File: src/rtl/ifq_pkg.sv
// Shared types for the instruction fetch queue: FSM states, NOP word and FIFO entry layout.
package ifq_pkg;

  localparam logic [31:0] IFQ_NOP = 32'h00000013;

  typedef enum logic [1:0] {
    S_IDLE = 2'd0,
    S_WAIT = 2'd1,
    S_DROP = 2'd2
  } ifq_state_e;

  typedef struct packed {
    logic [31:0] instr;
    logic [31:0] pc;
    logic [31:0] pc4;
    logic        misaligned;
  } ifq_entry_t;

  function automatic logic [31:0] word_align(input logic [31:0] a);
    return {a[31:2], 2'b00};
  endfunction

endpackage

File: src/rtl/ifq_fifo.sv
// Synchronous circular FIFO of fetch entries with flush; flush wins over push and pop.
module ifq_fifo
  import ifq_pkg::*;
#(
  parameter int DEPTH = 2,
  localparam int PW   = $clog2(DEPTH),
  localparam int CW   = $clog2(DEPTH + 1)
) (
  input  logic          clk_i,
  input  logic          reset_i,
  input  logic          flush_i,
  input  logic          push_i,
  input  ifq_entry_t    data_i,
  input  logic          pop_i,
  output ifq_entry_t    head_o,
  output logic [CW-1:0] count_o,
  output logic          empty_o
);

  ifq_entry_t    mem_q [DEPTH];
  logic [PW-1:0] wptr_q, wptr_d;
  logic [PW-1:0] rptr_q, rptr_d;
  logic [CW-1:0] count_q, count_d;
  logic          full;
  logic          do_push, do_pop;

  assign full    = (count_q == CW'(DEPTH));
  assign empty_o = (count_q == '0);
  assign do_push = push_i & ~full;
  assign do_pop  = pop_i & ~empty_o;
  assign head_o  = mem_q[rptr_q];
  assign count_o = count_q;

  always_comb begin
    wptr_d  = wptr_q;
    rptr_d  = rptr_q;
    count_d = count_q;
    if (flush_i) begin
      wptr_d  = '0;
      rptr_d  = '0;
      count_d = '0;
    end else begin
      // DEPTH is a power of two, so pointer overflow is the wrap.
      if (do_push) wptr_d = wptr_q + PW'(1);
      if (do_pop)  rptr_d = rptr_q + PW'(1);
      case ({do_push, do_pop})
        2'b10:   count_d = count_q + CW'(1);
        2'b01:   count_d = count_q - CW'(1);
        default: count_d = count_q;
      endcase
    end
  end

  always_ff @(posedge clk_i) begin
    if (reset_i) begin
      wptr_q  <= '0;
      rptr_q  <= '0;
      count_q <= '0;
    end else begin
      wptr_q  <= wptr_d;
      rptr_q  <= rptr_d;
      count_q <= count_d;
    end
  end

  always_ff @(posedge clk_i) begin
    if (do_push && !flush_i) mem_q[wptr_q] <= data_i;
  end

endmodule

File: src/rtl/ifetch_queue.sv
// Instruction fetch queue: one outstanding word read, registered FIFO toward decode, redirect flush.
// IFQ_MISALIGN_TRAP_EN: misaligned PCs push a NOP entry flagged on instr_misaligned instead of fetching.
module ifetch_queue
  import ifq_pkg::*;
#(
  parameter int          DEPTH     = 2,
  parameter logic [31:0] NOP_INSTR = IFQ_NOP
) (
  input  logic        clk,
  input  logic        reset,
  input  logic [31:0] address,
  input  logic [31:0] pc_new,
  input  logic        redirect,
  output logic        pc_stall,
  output logic        mem_req,
  output logic [31:0] mem_addr,
  input  logic        mem_gnt,
  input  logic        mem_rvalid,
  input  logic [31:0] mem_rdata,
  output logic        instr_valid,
  input  logic        instr_ready,
  output logic [31:0] instr,
  output logic [31:0] instr_pc,
  output logic [31:0] instr_pc4
`ifdef IFQ_MISALIGN_TRAP_EN
  ,
  output logic        instr_misaligned
`endif
);

  localparam int CW = $clog2(DEPTH + 1);

  ifq_state_e    state_q, state_d;
  logic [31:0]   pend_pc_q, pend_pc_d;
  logic [31:0]   pend_pc4_q, pend_pc4_d;
  logic          misalign;
  logic          trap_push;
  logic          fifo_push;
  logic          fifo_empty;
  logic [CW-1:0] fifo_count;
  logic [CW:0]   occupancy;
  logic          room;
  ifq_entry_t    push_data;
  ifq_entry_t    head;

`ifdef IFQ_MISALIGN_TRAP_EN
  assign misalign = |address[1:0];
`else
  assign misalign = 1'b0;
`endif

  // Room is judged against queued plus in-flight entries so a response never finds the FIFO full.
  assign occupancy = {1'b0, fifo_count} + {{CW{1'b0}}, (state_q != S_IDLE)};
  assign room      = occupancy < (CW + 1)'(DEPTH);
  assign mem_addr  = word_align(address);
  assign pc_stall  = ~((mem_req & mem_gnt) | trap_push);

  always_comb begin
    state_d    = state_q;
    pend_pc_d  = pend_pc_q;
    pend_pc4_d = pend_pc4_q;
    mem_req    = 1'b0;
    trap_push  = 1'b0;
    fifo_push  = 1'b0;
    push_data  = '{instr: mem_rdata, pc: pend_pc_q, pc4: pend_pc4_q, misaligned: 1'b0};
    case (state_q)
      S_IDLE: begin
        if (misalign) begin
          if (room && !redirect) begin
            trap_push = 1'b1;
            fifo_push = 1'b1;
            push_data = '{instr: NOP_INSTR, pc: address, pc4: pc_new, misaligned: 1'b1};
          end
        end else begin
          mem_req = room & ~redirect;
          if (mem_req && mem_gnt) begin
            pend_pc_d  = address;
            pend_pc4_d = pc_new;
            state_d    = S_WAIT;
          end
        end
      end
      S_WAIT: begin
        if (mem_rvalid) begin
          fifo_push = ~redirect;
          state_d   = S_IDLE;
        end else if (redirect) begin
          state_d = S_DROP;
        end
      end
      S_DROP: begin
        if (mem_rvalid) state_d = S_IDLE;
      end
      default: state_d = S_IDLE;
    endcase
    if (reset) begin
      mem_req   = 1'b0;
      trap_push = 1'b0;
      fifo_push = 1'b0;
    end
  end

  always_ff @(posedge clk) begin
    if (reset) begin
      state_q    <= S_IDLE;
      pend_pc_q  <= '0;
      pend_pc4_q <= '0;
    end else begin
      state_q    <= state_d;
      pend_pc_q  <= pend_pc_d;
      pend_pc4_q <= pend_pc4_d;
    end
  end

  ifq_fifo #(
    .DEPTH (DEPTH)
  ) u_fifo (
    .clk_i   (clk),
    .reset_i (reset),
    .flush_i (redirect),
    .push_i  (fifo_push),
    .data_i  (push_data),
    .pop_i   (instr_ready),
    .head_o  (head),
    .count_o (fifo_count),
    .empty_o (fifo_empty)
  );

  assign instr_valid = ~fifo_empty;
  assign instr       = fifo_empty ? NOP_INSTR : head.instr;
  assign instr_pc    = fifo_empty ? 32'h0 : head.pc;
  assign instr_pc4   = fifo_empty ? 32'h0 : head.pc4;

`ifdef IFQ_MISALIGN_TRAP_EN
  assign instr_misaligned = ~fifo_empty & head.misaligned;
`else
  logic unused_misaligned;
  assign unused_misaligned = head.misaligned;
`endif

endmodule

File: config.mk
export PLATFORM = sky130hd
export DESIGN_NAME = ifetch_queue
export DESIGN_NICKNAME = d
export VERILOG_FILES = /design/src/rtl/ifq_pkg.sv /design/src/rtl/ifq_fifo.sv /design/src/rtl/ifetch_queue.sv
export SDC_FILE = /design/constraint.sdc
export NUM_CORES = 1
export LEC_CHECK = 0
export CAP_MARGIN = 40
export CELL_PAD_IN_SITES_DETAIL_PLACEMENT = 1
export CELL_PAD_IN_SITES_GLOBAL_PLACEMENT = 1
export CORE_UTILIZATION = 47
export CTS_BUF_LIST = sky130_fd_sc_hd__clkbuf_4 sky130_fd_sc_hd__clkbuf_8
export DETAILED_ROUTE_END_ITERATION = 8
export GPL_TIMING_DRIVEN = 1
export PLACE_DENSITY_LB_ADDON = 0.25
export SLEW_MARGIN = 5
export SYNTH_ARGS = -nofsm -noshare
export SYNTH_HDL_FRONTEND = slang
export SYNTH_HIERARCHICAL = 1
export SYNTH_SLANG_ARGS = --single-unit
File: constraint.sdc
create_clock -name clk -period 30.6 [get_ports clk]
set_clock_uncertainty 0.05 [all_clocks]
set_input_delay 6.12 -clock clk [delete_from_list [all_inputs] [get_ports clk]]
set_output_delay 6.12 -clock clk [all_outputs]
set_load 0.02 [all_outputs]
# ---- Word-level counts from Yosys, hierarchy flattened
# Memories as Yosys holds them, arrays and structs flattened. A register that Yosys moved wholly into a read port is not among the register bits.
# Cells that the tools add are included.
dict set report word_totals {
  register_bits 70
  mem_bits_rw 192
  in_bits 102
  output_inout_bits 131
  wordCells 57
  memories 1
}
# name depth word_bits read_ports rd_clocked_by_memory_dff write_ports line_no
set mem_list {}
lappend mem_list {u_fifo.mem_q 2 96 1 1 1 ifq_fifo.sv:20} ;# ifq_entry_t mem_q [DEPTH];
dict set report op_classes {
  add_sub_neg 5
  magnitude_cmp 1
  eq_ne 8
  mux 18
  bitwise 8
  reduce_logical 10
}
# operator n
set op_table {}
lappend op_table {{$mux 32} 3}
lappend op_table {{$mux 1} 9}
lappend op_table {{$mux 2} 4}
lappend op_table {{$eq 2x2->1 const B} 3}
lappend op_table {{$pmux 2 s3} 1}
lappend op_table {{$and 1x1->1} 4}
lappend op_table {{$eq 2x1->1 const B} 2}
lappend op_table {{$logic_not 2->1} 2}
lappend op_table {{$ne 2x2->1 const B} 2}
lappend op_table {{$not 1->1} 4}
lappend op_table {{$pmux 2 s2} 1}
lappend op_table {{$reduce_bool 2->1} 2}
lappend op_table {{$add 2x1->3} 1}
lappend op_table {{$lt 3x2->1 const B} 1}
lappend op_table {{$ne 3x3->1 const B} 1}
lappend op_table {{$reduce_and 3->1} 1}
lappend op_table {{$add 1x1->1 const B} 2}
lappend op_table {{$add 2x1->2 const B} 1}
lappend op_table {{$logic_and 1x1->1} 2}
lappend op_table {{$reduce_and 2->1} 1}
lappend op_table {{$reduce_or 2->1} 1}
lappend op_table {{$sub 2x1->2 const B} 1}
lappend op_table {{$logic_not 1->1} 1}

# ---- Logic depth before layout (Yosys ltp)
dict set report depth {
  word_depth 8
  depth_mapped 7
  depth_no_buf 7
}

# ---- Hierarchy
# The synthesis kept the hierarchy.
# mod instances cells_per_inst area_per_inst_um2 seq_area_each_um2
set modules_own_cells {}
lappend modules_own_cells {ifq_fifo 1 328 7223.2 5925.7}
lappend modules_own_cells {ifetch_queue 1 367 3684.8 1321.3}

# ---- Worst setup path before layout
# OpenSTA, ideal clock, no wires.
dict set report synth_path {
  path_kind {input -> register}
  from {input port reset}
  to {register u_fifo/mem_q[1][0] (netlist name)}
  setup_time_ns 0.693
  arrival_ns 13.640
  t_required_ns 29.857
  setup_slack_ns 16.217
  path_stages 4
  path_buffers 0
  cell_sequence {nor2_1 > and3_1 > nand2b_1 > nor3b_1}
}
# element line_no
set synth_rtl {}
lappend synth_rtl {{from (decl)} ifetch_queue.sv:10} ;# input logic reset,

# ---- Worst setup path in the final report
dict set report layout_path {
  from {input port redirect}
  to {output port mem_req}
}
dict set report layout_via {
  elab_chain_cells 4
}
# element line_no
set layout_lines {}
lappend layout_lines {{from (decl)} ifetch_queue.sv:13} ;# input logic redirect,
lappend layout_lines {{$not 1->1} ifetch_queue.sv:75} ;# mem_req = room & ~redirect;
lappend layout_lines {{$and 1x1->1} ifetch_queue.sv:75}
lappend layout_lines {{$mux 1} ifetch_queue.sv:66} ;# case (state_q)
lappend layout_lines {{$mux 1} ifetch_queue.sv:96} ;# if (reset) begin
lappend layout_lines {{to (decl)} ifetch_queue.sv:15} ;# output logic mem_req,
# No other way between the ends.

==> impl_metrics.prom <==
# TYPE chip_impl_metric gauge
chip_impl_metric{name="final.fill_count",unit=""} 2096
chip_impl_metric{name="grt_pass1_vias",unit=""} 6832
chip_impl_metric{name="detail_route.wirelength",unit="um"} 23600
chip_impl_metric{name="crit_path_dat",unit="ns"} 7.77
chip_impl_metric{name="h_tree_levels",unit=""} 2
chip_impl_metric{name="syn_area",unit="sq um"} 10800
chip_impl_info{name="endpoint_kind",value="primary output"} 1
chip_impl_metric{name="postCtsResizedCells",unit=""} 0
chip_impl_metric{name="finalMaxSlewViolations",unit=""} 0
chip_impl_metric{name="area.growth.synth_to_final",unit="%"} 29.8
chip_impl_metric{name="place_ws",unit="ns"} 16.67
chip_impl_info{name="critical-path-slowest-cell",value="sky130_fd_sc_hd__clkdlybuf4s50_1"} 1
chip_impl_info{name="holdCritPathClass",value="reg -> reg"} 1
chip_impl_metric{name="layout-drive-gt1-share",unit="%"} 22.0
chip_impl_info{name="critPathLaunchType",value="primary input"} 1
chip_impl_metric{name="leakage",unit="nW"} 4.81
chip_impl_metric{name="min_period_over_period",unit="%"} 45.6
chip_impl_metric{name="synthesis.yosys.warnings",unit=""} 6
chip_impl_metric{name="firstDrtPassIters",unit=""} 4
chip_impl_metric{name="die-area",unit="sq um"} 23700
chip_impl_metric{name="gp_weighted_congestion",unit=""} 0.756
chip_impl_metric{name="max_cap_violations",unit=""} 0
chip_impl_info{name="outcome",value="complete, no violations"} 1
chip_impl_metric{name="total_clock_sinks",unit=""} 263
chip_impl_metric{name="multi_input_comb_area",unit="sq um"} 3140
chip_impl_metric{name="final_net_count",unit=""} 1012
chip_impl_metric{name="io_pins",unit=""} 233
chip_impl_info{name="tritoncts_clock_tree",value="yes"} 1
chip_impl_metric{name="timing_worst_slew_pin_value",unit="ns"} 0.783
chip_impl_metric{name="ctsLongestPathBuffers",unit=""} 3
chip_impl_metric{name="hpwl",unit="um"} 14900
chip_impl_metric{name="ir_worst_vdd",unit="V"} 0.0000484
chip_impl_info{name="setup_repair_after_global_routing_missed_its_margin",value="no"} 1
chip_impl_metric{name="pwr_density_cell",unit="nW/um^2"} 53.1
chip_impl_metric{name="worst_path_max_fanout",unit=""} 6
chip_impl_metric{name="fin_setup_tns",unit="ns"} 0
chip_impl_info{name="critical-path-top-cell-by-count",value="sky130_fd_sc_hd__clkdlybuf4s50_1"} 1
chip_impl_info{name="clk_root_buffer_cell",value="sky130_fd_sc_hd__clkbuf_8"} 1
chip_impl_metric{name="detailroute.via_count",unit=""} 6242
chip_impl_metric{name="grt-ovfl-total",unit=""} 0
chip_impl_metric{name="grt_pass1_wl",unit="um"} 36900
chip_impl_info{name="critical_path.top_delay_family",value="buffers and inverters"} 1
chip_impl_metric{name="die_w",unit="um"} 154
chip_impl_metric{name="drtIter0Drc",unit=""} 236
chip_impl_metric{name="path_buf_inv",unit=""} 2
chip_impl_metric{name="worst_slew_margin_rel",unit="%"} 47.8
chip_impl_metric{name="clock_latency_reported_for_the_late_side_of_the_worst_skew_pair",unit="ns"} 0.52
chip_impl_metric{name="die_height",unit="um"} 154
chip_impl_metric{name="postSynthAreaPerCell",unit="sq um"} 15.7
chip_impl_metric{name="grt_max_degree",unit=""} 57
chip_impl_metric{name="timing_hold_violations_final",unit=""} 0
chip_impl_metric{name="synthesized_instance_count",unit=""} 692
chip_impl_metric{name="register_area",unit="sq um"} 7190
chip_impl_metric{name="antenna_found_initial",unit=""} 2
chip_impl_metric{name="initial_core_util",unit="%"} 47.9
chip_impl_metric{name="clkTransAtPathRegs",unit="ns"} 0.06
chip_impl_metric{name="layout_setup_ws",unit="ns"} 16.66
chip_impl_metric{name="grt.total_usage",unit="%"} 20.1
chip_impl_metric{name="wire_per_inst",unit="um"} 19.2
chip_impl_metric{name="cts-buffers-inserted",unit=""} 44
chip_impl_metric{name="core",unit="sq um"} 22600
chip_impl_metric{name="setup-violations-final",unit=""} 0
chip_impl_metric{name="placementRows",unit=""} 55
chip_impl_metric{name="maxClockFrequency",unit="MHz"} 71.7
chip_impl_metric{name="drc",unit=""} 0
chip_impl_metric{name="route.detailed.vias_per_inst",unit=""} 5.07
chip_impl_metric{name="shortest_period_the_worst_path_allows",unit="ns"} 13.94
chip_impl_metric{name="required_arrival_time_at_the_worst_endpoint",unit="ns"} 24.43
chip_impl_info{name="worstPathCellList",value="clkdlybuf4s50_1, nor2_1, and2_1, clkdlybuf4s50_1"} 1
chip_impl_metric{name="timing.critical_path.slowest_cell_delay",unit="ns"} 0.60
chip_impl_metric{name="cts-hold-fix-buffers",unit=""} 0
chip_impl_info{name="worst-setup-path-type",value="in -> out"} 1
chip_impl_metric{name="ant_nets",unit=""} 0
chip_impl_metric{name="postCtsSetupBuffers",unit=""} 0
chip_impl_metric{name="place.port_buffers",unit=""} 230
==> through the flow <==
stage               instances  instance area, sq um  hold slack, ns  total power (W)  utilization [%]
floorplan                 693                 10800           0.377         0.000429                -
global placement         1143                 13100           0.382         0.000447             57.7
detailed placement       1148                 13200           0.393         0.000451             58.2
CTS                      1228                 14100           0.393         0.000757             62.1
global route             1229                 14100           0.411         0.000775             62.1
finish                   1230                 14100           0.403         0.000746             62.1
==> cell usage in the layout (no fill, tap or decap), types with 2 or more instances in the layout <==
cell type	instances
sky130_fd_sc_hd__a2bb2oi_1	24
sky130_fd_sc_hd__xnor2_1	2
sky130_fd_sc_hd__clkinv_2	8
sky130_fd_sc_hd__and2b_1	9
sky130_fd_sc_hd__mux2_1	30
sky130_fd_sc_hd__edfxtp_1	192
sky130_fd_sc_hd__dfxtp_1	70
sky130_fd_sc_hd__conb_1	2
sky130_fd_sc_hd__buf_16	3
sky130_fd_sc_hd__nor2_1	4
sky130_fd_sc_hd__diode_2	2
sky130_fd_sc_hd__o21ai_0	3
sky130_fd_sc_hd__clkdlybuf4s50_1	229
sky130_fd_sc_hd__buf_12	2
sky130_fd_sc_hd__clkbuf_8	50
sky130_fd_sc_hd__a2bb2oi_2	40
sky130_fd_sc_hd__a21oi_1	3
sky130_fd_sc_hd__mux2_2	66
sky130_fd_sc_hd__clkinv_1	4
sky130_fd_sc_hd__or3_1	2
sky130_fd_sc_hd__nor2b_1	87
sky130_fd_sc_hd__or2_2	4
sky130_fd_sc_hd__clkbuf_4	17
sky130_fd_sc_hd__inv_1	2
sky130_fd_sc_hd__buf_4	9
sky130_fd_sc_hd__nand2b_1	65
==> metal layers <==
metal,wire (um),share of wire [%],GRT usage [%],up-vias
li1,-,-,-,2921
met1,10100,43,24.8,3084
met2,11700,50,34.4,198
met3,1350,5.7,4.71,39
met4,429,1.8,7.05,0
met5,0,0,0,-
==> sequential cells by signal (all words and copies together) (netlist names), named ones only <==
signal          cells
u_fifo/mem_q      192
u_fifo/count_o      2
u_fifo/wptr_q       1
pend_pc_q          32
u_fifo/rptr_q       1
state_q             2
pend_pc4_q         32
==> path summary, 6_finish.rpt <==
check | startpoint | to | slack, ns | cells after the start
worst min register to register | pend_pc4_q[25] | u_fifo/mem_q[0][26] | 0.40 | 0
worst min-delay path | pend_pc4_q[25] | u_fifo/mem_q[0][26] | 0.40 | 0
worst max register to register | state_q[0] | u_fifo/mem_q[0][44] | 28.29 | 5
worst max-delay path | redirect | mem_req | 16.66 | 4
==> layout make-up <==
type	count	area share, %
clock buffer	67	5.80
inverter	2	0.0534
clock inverter	13	0.445
tap	285	2.53
timing repair buffer	244	17.7
multi-input combinational	354	22.3
antenna	2	0.0356
sequential	263	51.1
==> report_power, final <==
group	leakage [nW]	internal, W	total [W]	switching, W
clock network	0.475	0.000170	0.000303	0.000133
registers	2.37	0.000391	0.000396	0.00000539
logic	1.96	0.0000283	0.0000468	0.0000185
total	4.81	0.000589	0.000746	0.000157
==> worst register-to-register path, delay by kind of cell (launching register included) <==
| family | cells | cell delay (ns) |
|---|---|---|
| buf+inv | 1 | 0.59 |
| flops | 1 | 0.41 |
| simple gates | 4 | 0.86 |
Note: power is estimated with default switching activity, not from simulation.
